<file path="src/rtl/alu_ctrl_pkg.sv">
// Shared constants for the ALU control / multiply-divide sequencer.
// Holds the R-type funct codes, ALUOp classes, ALUCtrl codes 0..14 and the FSM
// state encoding. Define ALU_CTRL_SEQ_DIV_EN to include the DIV state.
package alu_ctrl_pkg;

    localparam int unsigned FUNCT_W = 6;
    localparam int unsigned CODE_W  = 4;

    // R-type funct field values
    localparam logic [FUNCT_W-1:0] FUNCT_SLL   = 6'd0;
    localparam logic [FUNCT_W-1:0] FUNCT_SRLV  = 6'd6;
    localparam logic [FUNCT_W-1:0] FUNCT_MULT  = 6'd24;
    localparam logic [FUNCT_W-1:0] FUNCT_MULTU = 6'd25;
    localparam logic [FUNCT_W-1:0] FUNCT_DIV   = 6'd26;
    localparam logic [FUNCT_W-1:0] FUNCT_DIVU  = 6'd27;
    localparam logic [FUNCT_W-1:0] FUNCT_ADD   = 6'd32;
    localparam logic [FUNCT_W-1:0] FUNCT_SUB   = 6'd34;
    localparam logic [FUNCT_W-1:0] FUNCT_AND   = 6'd36;
    localparam logic [FUNCT_W-1:0] FUNCT_OR    = 6'd37;
    localparam logic [FUNCT_W-1:0] FUNCT_SLT   = 6'd42;

    // Main-control ALU operation classes
    localparam logic [CODE_W-1:0] ALUOP_RTYPE  = 4'b0001;
    localparam logic [CODE_W-1:0] ALUOP_ADDI   = 4'b0010;
    localparam logic [CODE_W-1:0] ALUOP_SLTI   = 4'b0011;
    localparam logic [CODE_W-1:0] ALUOP_ANDI   = 4'b0100;
    localparam logic [CODE_W-1:0] ALUOP_ORI    = 4'b0101;
    localparam logic [CODE_W-1:0] ALUOP_XORI   = 4'b0110;
    localparam logic [CODE_W-1:0] ALUOP_LUI    = 4'b0111;
    localparam logic [CODE_W-1:0] ALUOP_LOAD   = 4'b1000;
    localparam logic [CODE_W-1:0] ALUOP_STORE  = 4'b1001;
    localparam logic [CODE_W-1:0] ALUOP_BRANCH = 4'b1010;
    localparam logic [CODE_W-1:0] ALUOP_SLTIU  = 4'b1011;

    // ALUCtrl codes seen by the ALU
    localparam logic [CODE_W-1:0] ALU_AND     = 4'd0;
    localparam logic [CODE_W-1:0] ALU_OR      = 4'd1;
    localparam logic [CODE_W-1:0] ALU_ADD     = 4'd2;
    localparam logic [CODE_W-1:0] ALU_SUB     = 4'd3;
    localparam logic [CODE_W-1:0] ALU_SLT     = 4'd4;
    localparam logic [CODE_W-1:0] ALU_SLL     = 4'd5;
    localparam logic [CODE_W-1:0] ALU_SRLV    = 4'd6;
    localparam logic [CODE_W-1:0] ALU_AND_IMM = 4'd7;
    localparam logic [CODE_W-1:0] ALU_OR_IMM  = 4'd8;
    localparam logic [CODE_W-1:0] ALU_XOR_IMM = 4'd9;
    localparam logic [CODE_W-1:0] ALU_LUI     = 4'd10;
    localparam logic [CODE_W-1:0] ALU_MULT    = 4'd11;
    localparam logic [CODE_W-1:0] ALU_NOP     = 4'd12;
    localparam logic [CODE_W-1:0] ALU_SLTU    = 4'd13;
    localparam logic [CODE_W-1:0] ALU_DIV     = 4'd14;

    // Sequencer states
    typedef enum logic [1:0] {
        IDLE = 2'd0,
        MUL  = 2'd1,
`ifdef ALU_CTRL_SEQ_DIV_EN
        DIV  = 2'd2,
`endif
        DONE = 2'd3
    } state_t;

    function automatic logic is_mul_funct(input logic [FUNCT_W-1:0] f);
        return (f == FUNCT_MULT) || (f == FUNCT_MULTU);
    endfunction

    function automatic logic is_div_funct(input logic [FUNCT_W-1:0] f);
        return (f == FUNCT_DIV) || (f == FUNCT_DIVU);
    endfunction

endpackage

</file>
<file path="src/rtl/alu_muldiv_iter.sv">
// Iterative multiply/divide datapath, one result bit per step.
// Multiply: radix-2 shift-add on operand magnitudes. Divide (only with
// ALU_CTRL_SEQ_DIV_EN): restoring divide on magnitudes, with a divide-by-zero
// bypass. Signs are re-applied combinationally on the final step.
// Ports:
//   clk_i, rst_i        clock, synchronous active-low reset
//   load_i              latch operands and clear the bit counter
//   step_i              advance one bit
//   is_div_i            (divide build only) latched operation is a divide
//   is_signed_i         treat operands as two's complement
//   src1_i, src2_i      rs / rt operands
//   last_c              current step is the final one
//   res_hi_c, res_lo_c  signed-corrected result of the current step
module alu_muldiv_iter
    import alu_ctrl_pkg::*;
#(
    parameter int unsigned WIDTH = 32
) (
    input  logic             clk_i,
    input  logic             rst_i,
    input  logic             load_i,
    input  logic             step_i,
`ifdef ALU_CTRL_SEQ_DIV_EN
    input  logic             is_div_i,
`endif
    input  logic             is_signed_i,
    input  logic [WIDTH-1:0] src1_i,
    input  logic [WIDTH-1:0] src2_i,
    output logic             last_c,
    output logic [WIDTH-1:0] res_hi_c,
    output logic [WIDTH-1:0] res_lo_c
);

    localparam int unsigned CNT_W = $clog2(WIDTH);
    localparam int unsigned ACC_W = 2 * WIDTH + 1;

    // acc_q: multiply = {carry, partial product, remaining multiplier bits}
    //        divide   = {0, partial remainder, dividend/quotient shift}
    logic [ACC_W-1:0] acc_q;
    logic [WIDTH-1:0] opnd_q;
    logic [CNT_W-1:0] cnt_q;
    logic             neg_q;

    logic             sign1_c;
    logic             sign2_c;
    logic [WIDTH-1:0] mag1_c;
    logic [WIDTH-1:0] mag2_c;
    logic [WIDTH:0]   addend_c;
    logic [WIDTH:0]   sum_c;
    logic [ACC_W-1:0] mul_nxt_c;
    logic [ACC_W-1:0] acc_nxt_c;
    logic [2*WIDTH-1:0] prod_c;
    logic [2*WIDTH-1:0] prod_s_c;

    // Operand magnitudes for the signed forms
    assign sign1_c = is_signed_i & src1_i[WIDTH-1];
    assign sign2_c = is_signed_i & src2_i[WIDTH-1];
    assign mag1_c  = sign1_c ? -src1_i : src1_i;
    assign mag2_c  = sign2_c ? -src2_i : src2_i;

    // Shift-add step: add multiplicand when the low multiplier bit is set, shift right
    assign addend_c  = acc_q[0] ? {1'b0, opnd_q} : '0;
    assign sum_c     = acc_q[ACC_W-1:WIDTH] + addend_c;
    assign mul_nxt_c = {1'b0, sum_c, acc_q[WIDTH-1:1]};

    assign prod_c   = acc_nxt_c[2*WIDTH-1:0];
    assign prod_s_c = neg_q ? -prod_c : prod_c;

    assign last_c = (cnt_q == CNT_W'(WIDTH - 1));

`ifdef ALU_CTRL_SEQ_DIV_EN
    logic             div_q;
    logic             neg_rem_q;
    logic             dz_q;
    logic [WIDTH-1:0] dvd_q;

    logic [WIDTH:0]   shifted_c;
    logic [WIDTH:0]   trial_c;
    logic             ge_c;
    logic [WIDTH-1:0] rem_nxt_c;
    logic [ACC_W-1:0] div_nxt_c;
    logic [WIDTH-1:0] quo_c;
    logic [WIDTH-1:0] rem_c;

    // Restoring step: shift in the next dividend bit, subtract if it fits
    assign shifted_c = {acc_q[2*WIDTH-1:WIDTH], acc_q[WIDTH-1]};
    assign trial_c   = shifted_c - {1'b0, opnd_q};
    assign ge_c      = ~trial_c[WIDTH];
    assign rem_nxt_c = ge_c ? trial_c[WIDTH-1:0] : shifted_c[WIDTH-1:0];
    assign div_nxt_c = {1'b0, rem_nxt_c, acc_q[WIDTH-2:0], ge_c};

    assign acc_nxt_c = div_q ? div_nxt_c : mul_nxt_c;
    assign quo_c     = acc_nxt_c[WIDTH-1:0];
    assign rem_c     = acc_nxt_c[2*WIDTH-1:WIDTH];

    // Quotient truncates toward zero; remainder follows the dividend's sign
    always_comb begin
        res_hi_c = prod_s_c[2*WIDTH-1:WIDTH];
        res_lo_c = prod_s_c[WIDTH-1:0];
        if (div_q) begin
            if (dz_q) begin
                res_hi_c = dvd_q;
                res_lo_c = '1;
            end else begin
                res_hi_c = neg_rem_q ? -rem_c : rem_c;
                res_lo_c = neg_q ? -quo_c : quo_c;
            end
        end
    end
`else
    assign acc_nxt_c = mul_nxt_c;
    assign res_hi_c  = prod_s_c[2*WIDTH-1:WIDTH];
    assign res_lo_c  = prod_s_c[WIDTH-1:0];
`endif

    // Operand latch on load, one bit per step afterwards
    always_ff @(posedge clk_i) begin
        if (!rst_i) begin
            acc_q  <= '0;
            opnd_q <= '0;
            cnt_q  <= '0;
            neg_q  <= 1'b0;
`ifdef ALU_CTRL_SEQ_DIV_EN
            div_q     <= 1'b0;
            neg_rem_q <= 1'b0;
            dz_q      <= 1'b0;
            dvd_q     <= '0;
`endif
        end else if (load_i) begin
            cnt_q <= '0;
            neg_q <= sign1_c ^ sign2_c;
`ifdef ALU_CTRL_SEQ_DIV_EN
            div_q     <= is_div_i;
            neg_rem_q <= sign1_c;
            dz_q      <= (src2_i == '0);
            dvd_q     <= src1_i;
            opnd_q    <= is_div_i ? mag2_c : mag1_c;
            acc_q     <= {{(WIDTH + 1){1'b0}}, (is_div_i ? mag1_c : mag2_c)};
`else
            opnd_q <= mag1_c;
            acc_q  <= {{(WIDTH + 1){1'b0}}, mag2_c};
`endif
        end else if (step_i) begin
            acc_q <= acc_nxt_c;
            cnt_q <= cnt_q + CNT_W'(1);
        end
    end

endmodule

</file>
<file path="src/rtl/alu_ctrl_seq.sv">
// ALU control decoder plus multi-cycle multiply/divide sequencer with HI/LO.
// ALUCtrl_o is a pure decode of ALUOp_i/funct_i. MULT/MULTU (and DIV/DIVU when
// ALU_CTRL_SEQ_DIV_EN is defined) stall the pipeline for WIDTH+1 cycles and
// write HI/LO on the edge into DONE.
// Ports:
//   clk_i, rst_i       clock, synchronous active-low reset
//   valid_i            instruction valid
//   funct_i, ALUOp_i   decode inputs
//   src1_i, src2_i     rs / rt operands
//   ALUCtrl_o          combinational ALU control code
//   stall_o            combinational pipeline freeze
//   done_o             one-cycle pulse when HI/LO hold a new result
//   hi_o, lo_o         HI and LO registers
module alu_ctrl_seq
    import alu_ctrl_pkg::*;
#(
    parameter int unsigned WIDTH = 32,
    parameter int unsigned OP_W  = 4
) (
    input  logic             clk_i,
    input  logic             rst_i,
    input  logic             valid_i,
    input  logic [5:0]       funct_i,
    input  logic [OP_W-1:0]  ALUOp_i,
    input  logic [WIDTH-1:0] src1_i,
    input  logic [WIDTH-1:0] src2_i,
    output logic [OP_W-1:0]  ALUCtrl_o,
    output logic             stall_o,
    output logic             done_o,
    output logic [WIDTH-1:0] hi_o,
    output logic [WIDTH-1:0] lo_o
);

    state_t state_q;
    state_t state_nxt;

    logic [CODE_W-1:0] alu_ctrl_c;
    logic              rtype_c;
    logic              mul_req_c;
    logic              div_req_c;
    logic              is_signed_c;
    logic              load_c;
    logic              step_c;
    logic              last_c;
    logic [WIDTH-1:0]  res_hi_c;
    logic [WIDTH-1:0]  res_lo_c;

    // ALU control decode, independent of sequencer state
    always_comb begin
        alu_ctrl_c = ALU_NOP;
        case (ALUOp_i)
            OP_W'(ALUOP_RTYPE): begin
                case (funct_i)
                    FUNCT_ADD:   alu_ctrl_c = ALU_ADD;
                    FUNCT_SUB:   alu_ctrl_c = ALU_SUB;
                    FUNCT_AND:   alu_ctrl_c = ALU_AND;
                    FUNCT_OR:    alu_ctrl_c = ALU_OR;
                    FUNCT_SLT:   alu_ctrl_c = ALU_SLT;
                    FUNCT_SLL:   alu_ctrl_c = ALU_SLL;
                    FUNCT_SRLV:  alu_ctrl_c = ALU_SRLV;
                    FUNCT_MULT,
                    FUNCT_MULTU: alu_ctrl_c = ALU_MULT;
`ifdef ALU_CTRL_SEQ_DIV_EN
                    FUNCT_DIV,
                    FUNCT_DIVU:  alu_ctrl_c = ALU_DIV;
`endif
                    default:     alu_ctrl_c = ALU_NOP;
                endcase
            end
            OP_W'(ALUOP_ADDI):   alu_ctrl_c = ALU_ADD;
            OP_W'(ALUOP_SLTI):   alu_ctrl_c = ALU_SLT;
            OP_W'(ALUOP_ANDI):   alu_ctrl_c = ALU_AND_IMM;
            OP_W'(ALUOP_ORI):    alu_ctrl_c = ALU_OR_IMM;
            OP_W'(ALUOP_XORI):   alu_ctrl_c = ALU_XOR_IMM;
            OP_W'(ALUOP_LUI):    alu_ctrl_c = ALU_LUI;
            OP_W'(ALUOP_LOAD):   alu_ctrl_c = ALU_ADD;
            OP_W'(ALUOP_STORE):  alu_ctrl_c = ALU_ADD;
            OP_W'(ALUOP_BRANCH): alu_ctrl_c = ALU_NOP;
            OP_W'(ALUOP_SLTIU):  alu_ctrl_c = ALU_SLTU;
            default:             alu_ctrl_c = ALU_NOP;
        endcase
    end

    assign ALUCtrl_o = OP_W'(alu_ctrl_c);

    // Multiply/divide request qualification
    assign rtype_c     = valid_i && (ALUOp_i == OP_W'(ALUOP_RTYPE));
    assign mul_req_c   = rtype_c && is_mul_funct(funct_i);
    assign is_signed_c = (funct_i == FUNCT_MULT) || (funct_i == FUNCT_DIV);
`ifdef ALU_CTRL_SEQ_DIV_EN
    assign div_req_c   = rtype_c && is_div_funct(funct_i);
`else
    assign div_req_c   = 1'b0;
`endif

    // Next-state and datapath control
    always_comb begin
        state_nxt = state_q;
        load_c    = 1'b0;
        step_c    = 1'b0;
        case (state_q)
            IDLE: begin
                if (mul_req_c) begin
                    state_nxt = MUL;
                    load_c    = 1'b1;
                end
`ifdef ALU_CTRL_SEQ_DIV_EN
                else if (div_req_c) begin
                    state_nxt = DIV;
                    load_c    = 1'b1;
                end
`endif
            end
            MUL: begin
                step_c = 1'b1;
                if (last_c) state_nxt = DONE;
            end
`ifdef ALU_CTRL_SEQ_DIV_EN
            DIV: begin
                step_c = 1'b1;
                if (last_c) state_nxt = DONE;
            end
`endif
            DONE:    state_nxt = IDLE;
            default: state_nxt = IDLE;
        endcase
    end

    // Stall covers the accept cycle and every iteration cycle; forced low in reset
`ifdef ALU_CTRL_SEQ_DIV_EN
    assign stall_o = rst_i && (load_c || (state_q == MUL) || (state_q == DIV));
`else
    assign stall_o = rst_i && (load_c || (state_q == MUL));
`endif

    // State, done pulse and HI/LO write on the final iteration
    always_ff @(posedge clk_i) begin
        if (!rst_i) begin
            state_q <= IDLE;
            done_o  <= 1'b0;
            hi_o    <= '0;
            lo_o    <= '0;
        end else begin
            state_q <= state_nxt;
            done_o  <= (state_nxt == DONE);
            if (step_c && last_c) begin
                hi_o <= res_hi_c;
                lo_o <= res_lo_c;
            end
        end
    end

    alu_muldiv_iter #(
        .WIDTH (WIDTH)
    ) u_iter (
        .clk_i       (clk_i),
        .rst_i       (rst_i),
        .load_i      (load_c),
        .step_i      (step_c),
`ifdef ALU_CTRL_SEQ_DIV_EN
        .is_div_i    (div_req_c),
`endif
        .is_signed_i (is_signed_c),
        .src1_i      (src1_i),
        .src2_i      (src2_i),
        .last_c      (last_c),
        .res_hi_c    (res_hi_c),
        .res_lo_c    (res_lo_c)
    );

endmodule

</file>
<file path="config.mk">
export PLATFORM = sky130hd
export DESIGN_NAME = alu_ctrl_seq
export DESIGN_NICKNAME = d
export VERILOG_FILES = /design/src/rtl/alu_ctrl_pkg.sv /design/src/rtl/alu_muldiv_iter.sv /design/src/rtl/alu_ctrl_seq.sv
export SDC_FILE = /design/constraint.sdc
export NUM_CORES = 1
export LEC_CHECK = 0
export CAP_MARGIN = 0
export CELL_PAD_IN_SITES_DETAIL_PLACEMENT = 1
export CELL_PAD_IN_SITES_GLOBAL_PLACEMENT = 2
export CORE_MARGIN = 10
export CORE_UTILIZATION = 33
export CTS_CLUSTER_SIZE = 16
export DETAILED_ROUTE_END_ITERATION = 6
export GPL_TIMING_DRIVEN = 0
export MAX_ROUTING_LAYER = met4
export PLACE_DENSITY = 0.91
export SYNTH_ARGS = -nofsm -noshare
export SYNTH_HDL_FRONTEND = slang
export SYNTH_HIERARCHICAL = 1
export SYNTH_SLANG_ARGS = --single-unit
</file>
<file path="constraint.sdc">
create_clock -name clk_i -period 5.39 [get_ports clk_i]
set_input_delay 0.8085 -clock clk_i [delete_from_list [all_inputs] [get_ports clk_i]]
set_output_delay 0.8085 -clock clk_i [all_outputs]
set_load 0.005 [all_outputs]
</file>
Word level (Yosys, flattened, before mapping):

Index checks and enable logic that the tools add are counted.
W data, S select, Z words.

* input port bits: 77
* register bits: 169
* output and inout bits: 70
* word-level logic and storage cells: 67

* eq/ne operators: 22
* add/subtract/negate cells: 5
* reduce and logical (&&, ||, !) cells: 13
* muxes and demuxes: 14
* bitwise logic cells: 4

Operators with widths (count)
* $mux W32: 5
* $mux W64: 1
* $neg A32 Y32: 2
* $neg A64 Y64: 1
* $pmux W4 S8: 2
* $add A32 B32 Y33: 1
* $eq A6 B6 Y1 const B: 5
* $eq A6 B5 Y1 const B: 3
* $eq A4 B3 Y1 const B: 4
* $eq A4 B4 Y1 const B: 3
* $eq A4 B2 Y1 const B: 2
* $eq A6 B3 Y1 const B: 1
* $logic_not A6 Y1: 1
* $add A5 B1 Y5 const B: 1
* $eq A5 B5 Y1 const B: 1
* $eq A4 B1 Y1 const B: 1
* $logic_and A1 B1 Y1: 4
* $mux W2: 2
* $pmux W2 S2: 1
* $reduce_or A2 Y1: 2
* $logic_or A1 B1 Y1: 3
* $mux W1: 3
* $reduce_or A3 Y1: 1
* $and A1 B1 Y1: 2
* other kinds (6): 6

Logic depth before layout (Yosys ltp):

Gate-level depths: netlist of the first run.

* depth in word-level cells: 7
* depth in mapped cells: 18
* mapped depth without buffers: 16

Hierarchy:

The synthesis of the first run kept the hierarchy.

Modules (own cells, without submodules)
* alu_muldiv_iter: cells an instance 1134, seq. area each 2042.0 um^2, area each 8750.9 um^2, times used 1
* alu_ctrl_seq: cells an instance 340, seq. area each 1341.3 um^2, area each 2827.7 um^2, times used 1

Worst setup path before layout of the first run:

No wires, ideal clock.

* path type: reg-to-reg
* from: reg u_iter.acc_q[0]
* to: reg hi_o[25]
* stages on the path, launching flop included: 18
* clock period less this slack: 4.094 ns
* arrival: 4.024 ns
* required time: 5.320 ns
* setup time: 0.070 ns
* path buffers: 2
* path slack: 1.296 ns
* cell sequence: dfxtp_1 clkbuf_1 and2_1 ha_1 inv_1 fa_1 nand4_1 or2_2 a211o_1 or3_4 or3_4 or4_1 buf_2 nand3b_4 o31ai_2 xnor2_1 nand2_1 a21boi_1

* cells in the longest elaborated chain, start to end: 4

Ends and longest elaborated chain
* start: declaration: line alu_muldiv_iter.sv:39 `logic [ACC_W-1:0] acc_q;`
* start signal: assignment: line alu_muldiv_iter.sv:141 `acc_q <= {{(WIDTH + 1){1'b0}}, mag2_c};`
* start signal: assignment: line alu_muldiv_iter.sv:144 `acc_q <= acc_nxt_c;`
* $mux W32 (*): line alu_muldiv_iter.sv:62 `assign addend_c = acc_q[0] ? {1'b0, opnd_q} : '0;`
* $add A32 B32 Y33 (*): line alu_muldiv_iter.sv:63 `assign sum_c = acc_q[ACC_W-1:WIDTH] + addend_c;`
* $neg A64 Y64: line alu_muldiv_iter.sv:67 `assign prod_s_c = neg_q ? -prod_c : prod_c;`
* $mux W64 (*): line alu_muldiv_iter.sv:67
* named net res_hi_c[25]: line alu_ctrl_seq.sv:45 `logic [WIDTH-1:0] res_hi_c;`
* end signal: assignment: line alu_ctrl_seq.sv:147 `hi_o <= res_hi_c;`
* end: declaration: line alu_ctrl_seq.sv:30 `output logic [WIDTH-1:0] hi_o,`

Mark *: on every way through the listed nets, which the timed path passes. The rest lies on a longest branch.
A chain may end at the register's enable or synchronous reset.

Worst setup path after layout of the first run:

* from: reg u_iter.acc_q[0]
* to: reg hi_o[28]

Same word-level chain as after synthesis.

==> impl_metrics.tcl, run 1 <==
set metrics [dict create \
    io_pins 147 \
    final-hold-violation-count 0 \
    multi_input_area_um2 7705 \
    p_sw_w 0.0006488 \
    vias_per_cell 5.240 \
    drt_wl_total_mm 39.12 \
    seq_area_frac_synth 0.2922 \
    skew_ns 0.009756 \
    grt_max_degree 17 \
    ir_drop_uv 207.6 \
    slew_viol_final 0 \
    power_density_nw_per_um2 189.1 \
    cts.sinks 169 \
    synth_simple_gate_area_share 0.2428 \
    leakage_nw 5.402 \
    antenna_left 0 \
    synth_async_sr_flop_share 0 \
    syn_inst 1474 \
    start_util 0.3352 \
    synth_ff_type "dfxtp_1" \
    synth_xor_xnor_area_share 0.1097 \
    rsz0062_at_grt "no" \
    grt_usage 0.1813 \
    insertedDiodeCount 0 \
    dieArea_um2 42980 \
    synth-adder-area-share 0.04171 \
    cts_tree "yes" \
    fin_cells 2103 \
    antenna_found_initial 0 \
    synthMuxAreaShare 0.05554 \
    synth_edf_count 0 \
    post_cts_buffers 0 \
    place_congestion 0.8794 \
    hpwl_mm 31.76 \
    ys_types 76 \
    fp.dieH_um 207.3 \
    arrival_ns 5.41 \
    htree_levels 4 \
    slew-limit-headroom 0.1343 \
    cts_root_buf "clkbuf_16" \
    vias 11020 \
    die_width_um 207.3 \
    min_path_type "flop to flop" \
    path_class "flop to flop" \
    ys_warn_count 6 \
    drv_cap 0 \
    fin_crit_sh 0.9331 \
    dp_cells 2072 \
    finalNetCount 1751 \
    tightest_slew_ns 1.290 \
    synth-seq-cells 169 \
    timing.fmax_mhz 198.8 \
    num_rows 68 \
    rr_worst_depth 15 \
    status "finished clean" \
    setup_viol 0 \
    io_buffers 143 \
    worstSetupEndpointType "flop" \
    grt_pass1_wl_mm 62.69 \
    grt-ovfl-total 0 \
    drc 0 \
    crit_fanout 10 \
    synth_compound_area_frac 0.2152 \
    grt_pass1_vias 11420 \
    areaGrowthSynthToFinish_pct 22.31 \
    intPower_w 0.002029 \
    first_pass_iters 5 \
    seqPwrFrac 0.466 \
    syn_area_um2 11580 \
    path_clk_slew_ns 0.07 \
    place_ws_ns 0.06265 \
    drive_gt1_frac 0.04733 \
    seqCellArea_um2 3383 \
    clk_latency_ns 0.44 \
    wl_per_cell_um 18.60 \
    power_w 0.002678 \
    tns_ns 0 \
    avgSynthCellArea_um2 7.855 \
    fillers 4239 \
    synth_top_family_by_area "simple AND/OR/NAND/NOR gates" \
    core_um2 34540 \
    power.share.clock 0.464 \
    swShare 0.2423 \
    holdPathStages 2 \
    fin_ws_ns 0.3605 \
    synth_nets 1589 \
    cp-start-kind "flop" \
    clk_path_buf_depth 2 \
    cts_buffers 17 \
    fin_crit_ns 5.030 \
    drtIter0Drc 541 \
    combPwrFrac 0.069 \
    required_ns 5.77 \
]
==> cells by family after synthesis <==
kind of cell / after synthesis
multiplexers: 64
AO/OA/AOI/OAI: 369
AND/OR/NAND/NOR: 575
adder cells (fa/ha/maj): 38
flip-flops: 169
buffers and inverters: 114
XOR/XNOR: 145
==> flip-flops by register name (all words and copies together) (netlist names) <==
name           cells
done_o             1
lo_o              32
state_q            2
u_iter/neg_q       1
u_iter/opnd_q     32
u_iter/cnt_q       5
hi_o              32
u_iter/acc_q      64
==> worst paths after layout <==
path	endpoint	start	slack (ns)
hold / removal	lo_o[1]$_SDFFE_PN0P_	lo_o[1]$_SDFFE_PN0P_	0.45
hold reg to reg	lo_o[1]$_SDFFE_PN0P_	lo_o[1]$_SDFFE_PN0P_	0.45
setup / recovery	hi_o[28]$_SDFFE_PN0P_	u_iter/acc_q[0]$_SDFFE_PN0P_	0.36
setup reg to reg	hi_o[28]$_SDFFE_PN0P_	u_iter/acc_q[0]$_SDFFE_PN0P_	0.36
==> metrics by stage <==
step / hold WS (ns) / utilization / instance area [um2]
6_report: 0.4528 / 0.4100 / 14160
5_1_grt: 0.4731 / 0.4100 / 14160
4_1_cts: 0.4569 / 0.4098 / 14160
3_5_place_dp: 0.4476 / 0.3931 / 13580
3_3_place_gp: 0.4455 / 0.3931 / 13580
2_1_floorplan: 0.4461 / - / 11580
==> cell usage after synthesis (12+ instances only) <==
cell type    n  share of area
nand2_1    220          0.071
dfxtp_1    169           0.29
nor2_1     121          0.039
xnor2_1    100          0.076
a21oi_1     93          0.040
o21ai_0     75          0.032
clkbuf_1    65          0.021
mux2i_1     62          0.054
a21boi_1    60          0.039
xor2_1      45          0.034
and2_1      43          0.023
ha_1        37          0.040
nor2b_1     34          0.018
o211a_1     32          0.028
inv_1       23         0.0075
nand3_1     19         0.0082
o31ai_1     19          0.012
nor3_1      17         0.0073
nor4_1      16         0.0086
nand2b_1    15         0.0081
or3_1       15         0.0081
and3_1      14         0.0076
nand4_1     12         0.0065
==> cells in the final DEF (no fill, tap or decap), types with 32 or more instances in the layout <==
master / Yosys / final
dfxtp_1: 169 / 169
ha_1: 37 / 37
a21oi_1: 93 / 93
clkdlybuf4s50_1: 0 / 143
and2_1: 43 / 43
xor2_1: 45 / 45
o211a_1: 32 / 32
nor2b_1: 34 / 34
o21ai_0: 75 / 75
xnor2_1: 100 / 100
a21boi_1: 60 / 61
nor2_1: 121 / 121
nand2_1: 220 / 220
mux2i_1: 62 / 62
clkbuf_1: 65 / 66
==> cell type report <==
| cell class | count | share of cell area |
|---|---|---|
| tap | 455 | 0.04020 |
| inverter | 23 | 0.006096 |
| buffer | 91 | 0.02898 |
| clock buffer | 18 | 0.03030 |
| multi-input combinational | 1191 | 0.5440 |
| sequential | 169 | 0.2389 |
| clock inverter | 13 | 0.01043 |
| timing repair buffer | 143 | 0.1011 |
==> power groups by stage <==
stage | clock network, W | logic (W) | registers (W)
final | 0.00124 | 0.000186 | 0.00125
after global routing | 0.00133 | 0.000202 | 0.00125
after CTS | 0.00127 | 0.000187 | 0.00125
after detailed placement | 0 | 0.000186 | 0.00128
after global placement | 0 | 0.000181 | 0.00128
after floorplan | 0 | 0.0000795 | 0.00128
==> worst max-delay path, cell delays in order, from the launching register on <==
cell	delay (ns)
dfxtp_1	0.44
clkbuf_1	0.30
and2_1	0.24
ha_1	0.31
o211ai_1	0.17
o21ai_0	0.46
a211oi_1	0.19
o221ai_1	0.60
xor2_1	0.34
nor4_1	0.42
nor4b_2	0.57
nand3b_1	0.27
o21ai_0	0.29
xnor2_1	0.15
nand2_1	0.10
a21boi_1	0.12
==> metal layers <==
metal / GRT usage / share of wire / up-vias / routed length, um
li1: - / - / 5482 / -
met1: 0.2410 / 0.51 / 5288 / 19850
met2: 0.2789 / 0.44 / 224 / 17310
met3: 0.03023 / 0.040 / 25 / 1547
met4: 0.04641 / 0.010 / 0 / 408
met5: - / 0 / - / 0
==> what timing repair did <==
action | in CTS | in global routing
gates resized for setup | 0 | 2
setup endpoints to repair | 0 | 10
endpoints found under the hold margin | 0 | 0
hold buffers | 0 | 0
Note: power is estimated with default switching activity, not from simulation.
==> inputs of run 2 (changes only) <==
--- a/config.mk
+++ b/config.mk
@@ -10,7 +10,8 @@
 export CELL_PAD_IN_SITES_GLOBAL_PLACEMENT = 2
 export CORE_MARGIN = 10
-export CORE_UTILIZATION = 33
+export CORE_UTILIZATION = 38
 export CTS_CLUSTER_SIZE = 16
 export DETAILED_ROUTE_END_ITERATION = 6
+export DONT_BUFFER_PORTS = 1
 export GPL_TIMING_DRIVEN = 0
 export MAX_ROUTING_LAYER = met4
==> constraint.sdc (replaced) <==
create_clock -name clk_i -period 5.39 [get_ports clk_i]
set_input_delay 0.8085 -clock clk_i [delete_from_list [all_inputs] [get_ports clk_i]]
set_output_delay 0.8085 -clock clk_i [all_outputs]
set_load 0.1 [all_outputs]
==> impl_metrics.tcl, run 2 (synthesized netlist as in run 1, its figures left out) <==
set metrics [dict create \
    status "finished clean" \
    first_pass_iters 5 \
    arrival_ns 5.28 \
    clk_latency_ns 0.44 \
    fin_cells 1897 \
    seqPwrFrac 0.476 \
    largest_register_ffs 64 \
    hpwl_mm 30.53 \
    intPower_w 0.001991 \
    slew-limit-headroom 0.1283 \
    cts-hold-fix-buffers 0 \
    clk_path_buf_depth 2 \
    antenna_left 0 \
    dpl_cell_area_um2 12100 \
    skew_ns 0.02299 \
    grt_usage 0.2027 \
    cp-start-kind "flop" \
    min_path_type "flop to flop" \
    swShare 0.2411 \
    fin_crit_sh 0.9127 \
    combPwrFrac 0.046 \
    path_class "flop to flop" \
    fp.dieH_um 194.6 \
    vias_per_cell 5.591 \
    post_cts_buffers 0 \
    insertedDiodeCount 0 \
    fin_area_um2 12710 \
    path_clk_slew_ns 0.08 \
    grt_pass1_vias 10810 \
    cts_tree "yes" \
    drtIter0Drc 699 \
    areaGrowthSynthToFinish_pct 9.790 \
    required_ns 5.75 \
    drc 0 \
    ir_drop_uv 196.9 \
    cts_root_buf "clkbuf_16" \
    io_buffers 0 \
    htree_levels 4 \
    final_common_cell "nand2_1" \
    dieArea_um2 37850 \
    drv_cap 0 \
    layout_common_cells "nand2_1, dfxtp_1, nor2_1" \
    grt_pass1_wl_mm 61.33 \
    place_congestion 0.8989 \
    power.share.clock 0.478 \
    io_pins 147 \
    grt-ovfl-total 0 \
    fin_crit_ns 4.919 \
    start_util 0.3876 \
    cts.sinks 169 \
    drt_wl_total_mm 38.69 \
    p_sw_w 0.0006325 \
    final_util 0.4255 \
    leakage_nw 4.912 \
    setup_viol 0 \
    tightest_slew_ns 1.299 \
    timing.fmax_mhz 203.3 \
    slew_viol_final 0 \
    ff2ff_setup_slack_ns 0.47 \
    cts_buffers 17 \
    finalNetCount 1609 \
    num_rows 63 \
    vias 10610 \
    die_width_um 194.6 \
    core_um2 29870 \
    power_density_nw_per_um2 206.4 \
    fillers 3669 \
    antenna_found_initial 0 \
    regMostFlops "u_iter/acc_q" \
    wl_per_cell_um 20.39 \
    crit_fanout 10 \
    worstSetupEndpointType "flop" \
    drive_gt1_frac 0.05574 \
    grt_max_degree 17 \
    rsz0062_at_grt "no" \
    final-hold-violation-count 0 \
    tns_ns 0 \
    dp_cells 1865 \
]
[run 2: power by group through the flow]
stage,logic (W),registers [W],clock network (W)
after global routing,0.000132,0.00125,0.00133
after CTS,0.000121,0.00125,0.00128
final,0.000121,0.00125,0.00125
after global placement,0.000119,0.00128,0
after detailed placement,0.000121,0.00128,0
after floorplan,0.0000980,0.00128,0
[run 2: stage by stage]
stage                     setup slack [ns]  hold WS (ns)  power (W)
after floorplan                     0.9694        0.4461   0.001375
after global placement              0.2667        0.4578   0.001396
after detailed placement           0.07237        0.4644   0.001399
after CTS                          0.04273        0.4791   0.002653
after global routing                0.1129        0.4913   0.002714
final                               0.4708        0.4792   0.002623
[run 2: repair_timing]
| item | CTS | global route |
|---|---|---|
| setup endpoints to repair | 0 | 10 |
| gates resized for setup | 0 | 4 |
| endpoints found under the hold margin | 0 | 0 |
[run 2: layer usage]
layer / vias up / wire length (um) / GRT usage
met5: - / 0 / -
met4: 0 / 380 / 0.03975
met3: 20 / 2440 / 0.04147
met2: 251 / 16880 / 0.3058
met1: 5147 / 18990 / 0.2744
li1: 5188 / - / -
[run 2: area by class of cell]
| cell class | instances | area [um2] | area share |
|---|---|---|---|
| Clock buffer | 18 | 439.2 | 0.03455 |
| Clock inverter | 14 | 146.4 | 0.01152 |
| Tap cell | 390 | 488.0 | 0.03839 |
| Timing Repair Buffer | 1 | 27.53 | 0.002165 |
| Inverter | 23 | 86.33 | 0.006791 |
| Sequential cell | 169 | 3383 | 0.2661 |
| Buffer | 91 | 410.4 | 0.03228 |
| Multi-Input combinational cell | 1191 | 7731 | 0.6082 |
[run 2: final timing paths]
path | start | end | depth (start not counted)
setup / recovery | u_iter/acc_q[0]$_SDFFE_PN0P_ | hi_o[31]$_SDFFE_PN0P_ | 17
hold / removal | u_iter/opnd_q[23]$_SDFFE_PN0P_ | u_iter/opnd_q[23]$_SDFFE_PN0P_ | 1
setup reg to reg | u_iter/acc_q[0]$_SDFFE_PN0P_ | hi_o[31]$_SDFFE_PN0P_ | 17
hold reg to reg | u_iter/opnd_q[23]$_SDFFE_PN0P_ | u_iter/opnd_q[23]$_SDFFE_PN0P_ | 1
[run 2: worst max-delay path, stage by stage, from the launching register on]
cell,delay [ns]
dfxtp_1,0.45
clkbuf_1,0.29
and2_1,0.26
ha_1,0.21
inv_1,0.06
fa_1,0.40
nor2b_1,0.23
o31a_1,0.18
o21ai_0,0.15
a31oi_1,0.54
a41oi_1,0.22
xnor2_1,0.33
nor4b_1,0.53
nand4_1,0.22
o41ai_2,0.40
xor2_1,0.18
nand2_1,0.07
a21boi_1,0.12
